File: src/rtl/nikor_clock_pkg.sv
// Shared constants and the seven-segment decoder for the nikor multi-digit clock.
// Segment bit 0 is 'a' and bit 6 is 'g'.
package nikor_clock_pkg;

    localparam int BCD_W = 4;

    localparam logic [6:0] SEG_0     = 7'h3F;
    localparam logic [6:0] SEG_1     = 7'h06;
    localparam logic [6:0] SEG_2     = 7'h5B;
    localparam logic [6:0] SEG_3     = 7'h4F;
    localparam logic [6:0] SEG_4     = 7'h66;
    localparam logic [6:0] SEG_5     = 7'h6D;
    localparam logic [6:0] SEG_6     = 7'h7D;
    localparam logic [6:0] SEG_7     = 7'h07;
    localparam logic [6:0] SEG_8     = 7'h7F;
    localparam logic [6:0] SEG_9     = 7'h6F;
    localparam logic [6:0] SEG_BLANK = 7'h00;

    // Non-BCD codes can never be reached, so they simply show nothing.
    function automatic logic [6:0] seg7(input logic [3:0] d);
        logic [6:0] s;
        case (d)
            4'd0:    s = SEG_0;
            4'd1:    s = SEG_1;
            4'd2:    s = SEG_2;
            4'd3:    s = SEG_3;
            4'd4:    s = SEG_4;
            4'd5:    s = SEG_5;
            4'd6:    s = SEG_6;
            4'd7:    s = SEG_7;
            4'd8:    s = SEG_8;
            4'd9:    s = SEG_9;
            default: s = SEG_BLANK;
        endcase
        return s;
    endfunction

endpackage

File: src/rtl/nikor_bcd_digit.sv
// One decade of the BCD counter; carry_out pulses when this digit rolls over
// (9->0 counting up, 0->9 counting down) and becomes the next digit's step.
module nikor_bcd_digit
    import nikor_clock_pkg::*;
(
    input  logic             clk,
    input  logic             rst_n,
    input  logic             step,
    input  logic             up,
    input  logic             clear,
    output logic [BCD_W-1:0] digit,
    output logic             carry_out
);

    assign carry_out = step && !clear &&
                       (up ? (digit == BCD_W'(9)) : (digit == '0));

    always_ff @(posedge clk or negedge rst_n) begin
        if (!rst_n) begin
            digit <= '0;
        end else if (clear) begin
            digit <= '0;
        end else if (step) begin
            if (up) digit <= (digit == BCD_W'(9)) ? '0 : digit + 1'b1;
            else    digit <= (digit == '0) ? BCD_W'(9) : digit - 1'b1;
        end
    end

endmodule

File: src/rtl/nikor_clock_mux.sv
// Multi-digit BCD clock: prescaled up/down counter plus a time-multiplexed
// seven-segment display with one-hot digit select and optional leading-zero blanking.
module nikor_clock_mux
    import nikor_clock_pkg::*;
#(
    parameter int CLK_DIV     = 4,
    parameter int DIGITS      = 2,
    parameter int REFRESH_DIV = 2,
    parameter int LZ_BLANK    = 0
) (
    input  logic              clk,
    input  logic              rst_n,
    input  logic              en,
    input  logic              up,
    input  logic              clear,
    output logic [6:0]        segments,
    output logic [DIGITS-1:0] digit_sel,
    output logic              tick,
    output logic              wrap
);

    localparam int PRE_W = (CLK_DIV > 1)     ? $clog2(CLK_DIV)     : 1;
    localparam int RC_W  = (REFRESH_DIV > 1) ? $clog2(REFRESH_DIV) : 1;
    localparam int IDX_W = (DIGITS > 1)      ? $clog2(DIGITS)      : 1;

    logic [PRE_W-1:0]        pre;
    logic [RC_W-1:0]         rc;
    logic [IDX_W-1:0]        idx;
    logic                    term;
    logic [DIGITS:0]         carry;
    logic [DIGITS*BCD_W-1:0] digits;
    logic [BCD_W-1:0]        cur_digit;
    logic                    blank;
    logic                    above_zero;
    logic [DIGITS-1:0]       next_sel;

    assign term     = en && (pre == PRE_W'(CLK_DIV - 1));
    assign carry[0] = term;

    always_ff @(posedge clk or negedge rst_n) begin
        if (!rst_n) begin
            pre  <= '0;
            tick <= 1'b0;
            wrap <= 1'b0;
        end else begin
            tick <= term && !clear;
            wrap <= carry[DIGITS];
            if (clear)     pre <= '0;
            else if (term) pre <= '0;
            else if (en)   pre <= pre + 1'b1;
        end
    end

    for (genvar k = 0; k < DIGITS; k++) begin : g_digit
        nikor_bcd_digit u_digit (
            .clk       (clk),
            .rst_n     (rst_n),
            .step      (carry[k]),
            .up        (up),
            .clear     (clear),
            .digit     (digits[k*BCD_W +: BCD_W]),
            .carry_out (carry[k+1])
        );
    end

    // Scan runs freely; clear and en deliberately have no effect on it.
    always_ff @(posedge clk or negedge rst_n) begin
        if (!rst_n) begin
            rc  <= '0;
            idx <= '0;
        end else if (rc == RC_W'(REFRESH_DIV - 1)) begin
            rc  <= '0;
            idx <= (idx == IDX_W'(DIGITS - 1)) ? '0 : idx + 1'b1;
        end else begin
            rc <= rc + 1'b1;
        end
    end

    // Walk from the top digit down so above_zero tracks "this digit and all above are 0".
    always_comb begin
        cur_digit  = '0;
        blank      = 1'b0;
        above_zero = 1'b1;
        next_sel   = '0;
        for (int k = DIGITS - 1; k >= 0; k--) begin
            above_zero = above_zero && (digits[k*BCD_W +: BCD_W] == '0);
            if (idx == IDX_W'(k)) begin
                cur_digit   = digits[k*BCD_W +: BCD_W];
                blank       = (LZ_BLANK != 0) && (k > 0) && above_zero;
                next_sel[k] = 1'b1;
            end
        end
    end

    always_ff @(posedge clk or negedge rst_n) begin
        if (!rst_n) begin
            segments  <= SEG_0;
            digit_sel <= DIGITS'(1);
        end else begin
            segments  <= blank ? SEG_BLANK : seg7(cur_digit);
            digit_sel <= next_sel;
        end
    end

endmodule

File: config.mk
export PLATFORM = sky130hd
export DESIGN_NAME = nikor_clock_mux
export DESIGN_NICKNAME = d
export VERILOG_FILES = /design/src/rtl/nikor_clock_pkg.sv /design/src/rtl/nikor_bcd_digit.sv /design/src/rtl/nikor_clock_mux.sv
export SDC_FILE = /design/constraint.sdc
export NUM_CORES = 1
export LEC_CHECK = 0
export CORE_UTILIZATION = 47
export DETAILED_ROUTE_END_ITERATION = 6
export MAX_ROUTING_LAYER = met4
export PLACE_DENSITY = 0.82
export SLEW_MARGIN = 15
export SYNTH_ARGS = -nofsm -noshare
export SYNTH_HDL_FRONTEND = slang
export SYNTH_HIERARCHICAL = 1
export SYNTH_SLANG_ARGS = --single-unit
File: constraint.sdc
create_clock -name clk -period 1.8 [get_ports clk]
set_input_delay 0.36 -clock clk [delete_from_list [all_inputs] [get_ports clk]]
set_output_delay 0.36 -clock clk [all_outputs]
set_load 0.05 [all_outputs]
**Word level (Yosys, flattened, before mapping)**

Memories as Yosys holds them, arrays and structs flattened. A register that Yosys moved wholly into a read port is not among the register bits.
Index checks and enable logic that the tools add are counted.

- Register bits: 16
- Input bits: 5
- Memory bits (read-only): 112
- Memories kept: 1

Memory list:

| memory | depth | width | rd ports | clocked after memory_dff | wr ports | line | text |
|---|---|---|---|---|---|---|---|
| (no name shown) | 16 | 7 | 1 | 1 | 0 | nikor_clock_pkg.sv:22 | `case (d)` |

- Reductions and logical operators: 12
- Add/subtract/negate cells: 7
- Equal/unequal tests: 3
- Mux-type cells: 20

Operators with widths:

| kind | number |
|---|---|
| 4-bit two-way mux | 11 |
| 4-bit by 1-bit adder with 4-bit output, second input constant | 2 |
| 4-bit == test, second input constant | 2 |
| 4-bit zero test | 2 |
| 4-bit by 1-bit subtractor with 4-bit output, second input constant | 2 |
| 1-bit two-way mux | 6 |
| 2-bit two-way mux | 3 |
| 1-bit logical AND | 5 |
| 2-bit nonzero test | 2 |
| 3-bit nonzero test | 1 |
| 1-bit adder, second input constant | 2 |
| 2-bit by 1-bit adder with 2-bit output, second input constant | 1 |
| 2-bit == test, second input constant | 1 |
| 1-bit zero test | 2 |

**Depth between registers and ports, before layout**

- Word-level depth: 6
- Depth in mapped cells: 8
- Gate-level depth less buffers: 8

**Hierarchy**

The synthesis kept the hierarchy.

By module, submodules not included:

| module | instances | cells each | seq. area each (µm²) | area each (µm²) |
|---|---|---|---|---|
| nikor_bcd_digit | 2 | 47 | 100.1 | 390.4 |
| nikor_clock_mux | 1 | 59 | 384.1 | 743.2 |

**Worst setup path after synthesis**

OpenSTA, ideal clock, no wires.

- Path kind: register to register
- Start point: reg g_digit[0].u_digit.digit[1]
- End point: reg g_digit[1].u_digit.digit[1]
- Stages on the path, launching flop included: 9
- Setup slack: -0.014 ns
- Arrival: 1.747 ns
- Required time: 1.733 ns
- Cell sequence: dfrtp_1 inv_1 ha_1 nor3b_1 a31oi_1 nor3_1 nand2b_1 a31oi_1 a32o_1

- Cells in the longest elaborated chain, start to end: 4

RTL lines:

| what | line | text |
|---|---|---|
| start, declared | nikor_bcd_digit.sv:11 | `output logic [BCD_W-1:0] digit,` |
| start signal, assigned | nikor_bcd_digit.sv:24 | `if (up) digit <= (digit == BCD_W'(9)) ? '0 : digit + 1'b1;` |
| start signal, assigned | nikor_bcd_digit.sv:25 | `else digit <= (digit == '0) ? BCD_W'(9) : digit - 1'b1;` |
| 4-bit == test or 4-bit zero test (tied branches) | nikor_bcd_digit.sv:16 | `(up ? (digit == BCD_W'(9)) : (digit == '0));` |
| 1-bit two-way mux * | nikor_bcd_digit.sv:16 |  |
| 1-bit logical AND * | nikor_bcd_digit.sv:15 | `assign carry_out = step && !clear &&` |
| named net carry[1] | nikor_clock_mux.sv:30 | `logic [DIGITS:0] carry;` |
| 2-bit nonzero test (no source line) * | -- |  |
| end signal, assigned | nikor_bcd_digit.sv:24 |  |
| end signal, assigned | nikor_bcd_digit.sv:25 |  |
| end, declared | nikor_bcd_digit.sv:11 |  |

Mark *: on every way through the listed nets, which the timed path passes. The rest lies on a longest branch.
A chain may end at the register's enable or synchronous reset.

**Final worst setup path**

- Start point: reg g_digit[0].u_digit.digit[0]
- End point: reg g_digit[1].u_digit.digit[1]

Same word-level chain as after synthesis.

==> impl_metrics.ini <==
[sta]
timing.fmax_mhz = 583
finalCritPeriodShare_pct = 95.3
period_needed_ns = 1.71
layout_setup_ws_ns = 0.0855
slew_viol_final = 0
finalSetupViolations = 0
worst_pin_slew_ns = 0.343
rsz0062_at_grt = yes
clock_skew_ns = 0.00273
slew_headroom_pct = 77.1
hold_viol = 0

[final_layout]
nFillCells = 280
num_antenna_cells = 0
fin_util_pct = 59.7
regArea_sq_um = 586
finalNetCount = 202
area_delta_synth_final_pct = 19.5
multi_input_area_sq_um = 867
design_area_sq_um = 1820
drive_gt1_share_pct = 29.3

[setup_path]
crit_cells = 8
worst-path-buf-inv = 1
start_kind = register
cp_top_family = simple AND/OR/NAND/NOR gates
path_max_fanout = 4
end_kind = register
path_class = reg -> reg
worstRegToRegCells = 8
arrival_ns = 1.96
r2r-start = g_digit[0].u_digit/digit[0]
reg2reg_slack_ns = 0.09
cpPeakStageDelay_ns = 0.42
cp-endpoint = g_digit[1].u_digit/digit[1]
crit_start = g_digit[0].u_digit/digit[0]
timing.rr.end = g_digit[1].u_digit/digit[1]
required_ns = 2.05
cp_slowest_cell = dfrtp_1
path_cells = inv_2 > ha_4 > nor3b_2 > a31oi_1 > nor3_2 > nand2b_1 > a31oi_2 > a32o_1

[synthesis]
synthMostInstantiatedCell = dfrtp_1
syn_avg_cell_area_sq_um = 9.96
yosys.cell_types.count = 35
synth.area.top_cells = dfrtp_1 26%, ha_1 12%, dfstp_2 12%
yosysWarnings = 6
ys_ff_latch = 23
synth_edf_count = 0
syn-cell-area_sq_um = 1520
post-synth-top-area-cell = dfrtp_1
ys.flop_type = dfrtp_1
synth_seq_area_share_pct = 38.3
synth_commonest_cells = 16 x dfrtp_1, 15 x ha_1, 12 x inv_1, 11 x nand2_1, 9 x nor2_1
synth_top_area_share_pct = 26.3
synthCells = 153
syn_nets = 173
async_reset_ff_share_pct = 100

[clock_tree]
cts_tree = yes
clk_pin_slew_worst_paths_ns = 0.12
htree_levels = 1
cts_hold_buffers = 0
clkSinkCount = 23
clkLatencyLatePin_ns = 0.30
clockBufferDepth = 2
cts_root_buf = clkbuf_4
numCtsBuffers = 3

[grt]
grt_max_degree = 24
track_usage_pct = 18.8
antenna_found_initial = 0
grt_pass1_vias = 1175
grt-ovfl-total = 0
grt_pass1_wl_mm = 4.85

[place]
dp_hpwl_mm = 2.15
post_dp_cell_area_sq_um = 1760
pre_cts_ws_ns = -0.144
io_buffer_count = 15
gp_congestion = 0.927

[floorplanning]
die_area_sq_um = 3470
dieWidth_microns = 58.9
row_count = 20
die_y_microns = 58.9
start_util_pct = 49.9
core_area_sq_um = 3050
ios = 16

[pwr]
sequentialPowerShare_pct = 61.3
cell_internal_pwr_uw = 661
pwr-share-comb_pct = 12.4
p_sw_uw = 207
power.density_nw_per_um2 = 476
p_leak_uw = 0.000814
sw_frac_of_total_pct = 23.8
total_power_uw = 868
clockPowerShare_pct = 26.3
vdd_drop_max_mv = 0.202

[drt]
vias = 1173
drtIter0Drc = 24
drc = 0
detail-route-antenna-nets = 0
avgRoutedWirePerCell_microns = 12.6
routed_wl_mm = 2.83
dr.pass1.iters = 4
avgViaCountPerCell = 5.21

[status]
status = completed

[hold_path]
hold_path_class = in -> async

[run]
max-cap-violations = 0
[cell usage in the layout, fill, tap and decap left out, types with 2 or more instances in the layout]
cell type         n
a21oi_1           5
o22ai_1           3
nand3_1           4
nand2b_1          8
or4b_4            2
clkbuf_4          3
xnor2_1           4
or3_1             2
o32ai_1           2
o21ai_1           3
nor2_1            9
mux2i_1           8
and2b_2           2
or2b_1            3
inv_1            10
a22o_1            2
a32o_1            2
dfrtp_1          15
a211o_2           2
inv_2             2
nand3b_1          2
a31oi_1           5
clkdlybuf4s50_1   4
ha_1             13
nand2_1          11
o21ai_0           6
buf_4            27
dfstp_2           7
[flip-flops by register name, summed over array words and instances, names as in the netlist]
register and flops:
pre 2, g_digit.u_digit/digit 8, wrap 1, tick 1
segments 7, idx 1, rc 1, digit_sel 2
[how the worst min path moves through the flow]
stage	startpoint	end	slack (ns)	cells past startpoint
2_1_floorplan	rst_n	digit_sel[1]	0.06	0
3_3_place_gp	rc	rc	0.43	1
3_5_place_dp	rc	rc	0.44	1
4_1_cts	rst_n	segments[6]	0.40	2
5_1_grt	rst_n	rc	0.41	2
6_report	rst_n	rc	0.40	2
[through the flow]
step                      TNS [ns]  std cells  hold WS (ns)
after detailed placement    -0.540        220         0.437
final                            0        225         0.401
after global routing       -0.0130        225         0.412
after CTS                        0        224         0.400
after global placement      -0.299        220         0.426
after floorplan                  0        153        0.0644
[per-layer routing]
metal / routed length (microns) / track usage, % / part of all wire, % / vias up
met1: 1280 / 22.1 / 45 / 566
li1: - / - / - / 586
met4: 27 / 7.14 / 0.95 / 0
met5: 0 / - / 0 / -
met2: 1460 / 33.3 / 52 / 19
met3: 61 / 1.32 / 2.2 / 2
[worst reg2reg max path, stage by stage, from the launching register on]
cell,delay (ns)
dfrtp_1,0.42
inv_2,0.10
ha_4,0.13
nor3b_2,0.17
a31oi_1,0.07
nor3_2,0.26
nand2b_1,0.15
a31oi_2,0.19
a32o_1,0.18
[timing repair]
| item | CTS | global route |
|---|---|---|
| setup endpoints to repair | 1 | 6 |
| buffers inserted | 0 | 1 |
| resized for setup | 0 | 8 |
| pin swaps | 1 | 3 |
[power by group through the flow]
stage               clock network, uW  registers (uW)  logic, uW
finish                            228             532        108
global route                      256             533        118
CTS                               241             532        106
detailed placement                  0             541        106
global placement                    0             540        101
floorplan                           0             551       48.0
[logic make-up after synthesis]
logic type	share of synthesized area (%)
simple gates	18.2
compound gates	13.7
flops	38.3
buf+inv	6.81
fa+ha+maj	12.3
mux	7.72
xor+xnor	2.87
[layout make-up]
cell class | instances | share of cell area (%)
clock buffers | 4 | 1.44
inverters | 12 | 2.47
multi-input cells | 111 | 47.6
flip-flops and latches | 23 | 32.1
well taps | 44 | 3.02
repair buffers | 31 | 13.3
No activity file was read; power rests on OpenSTA's default activity.
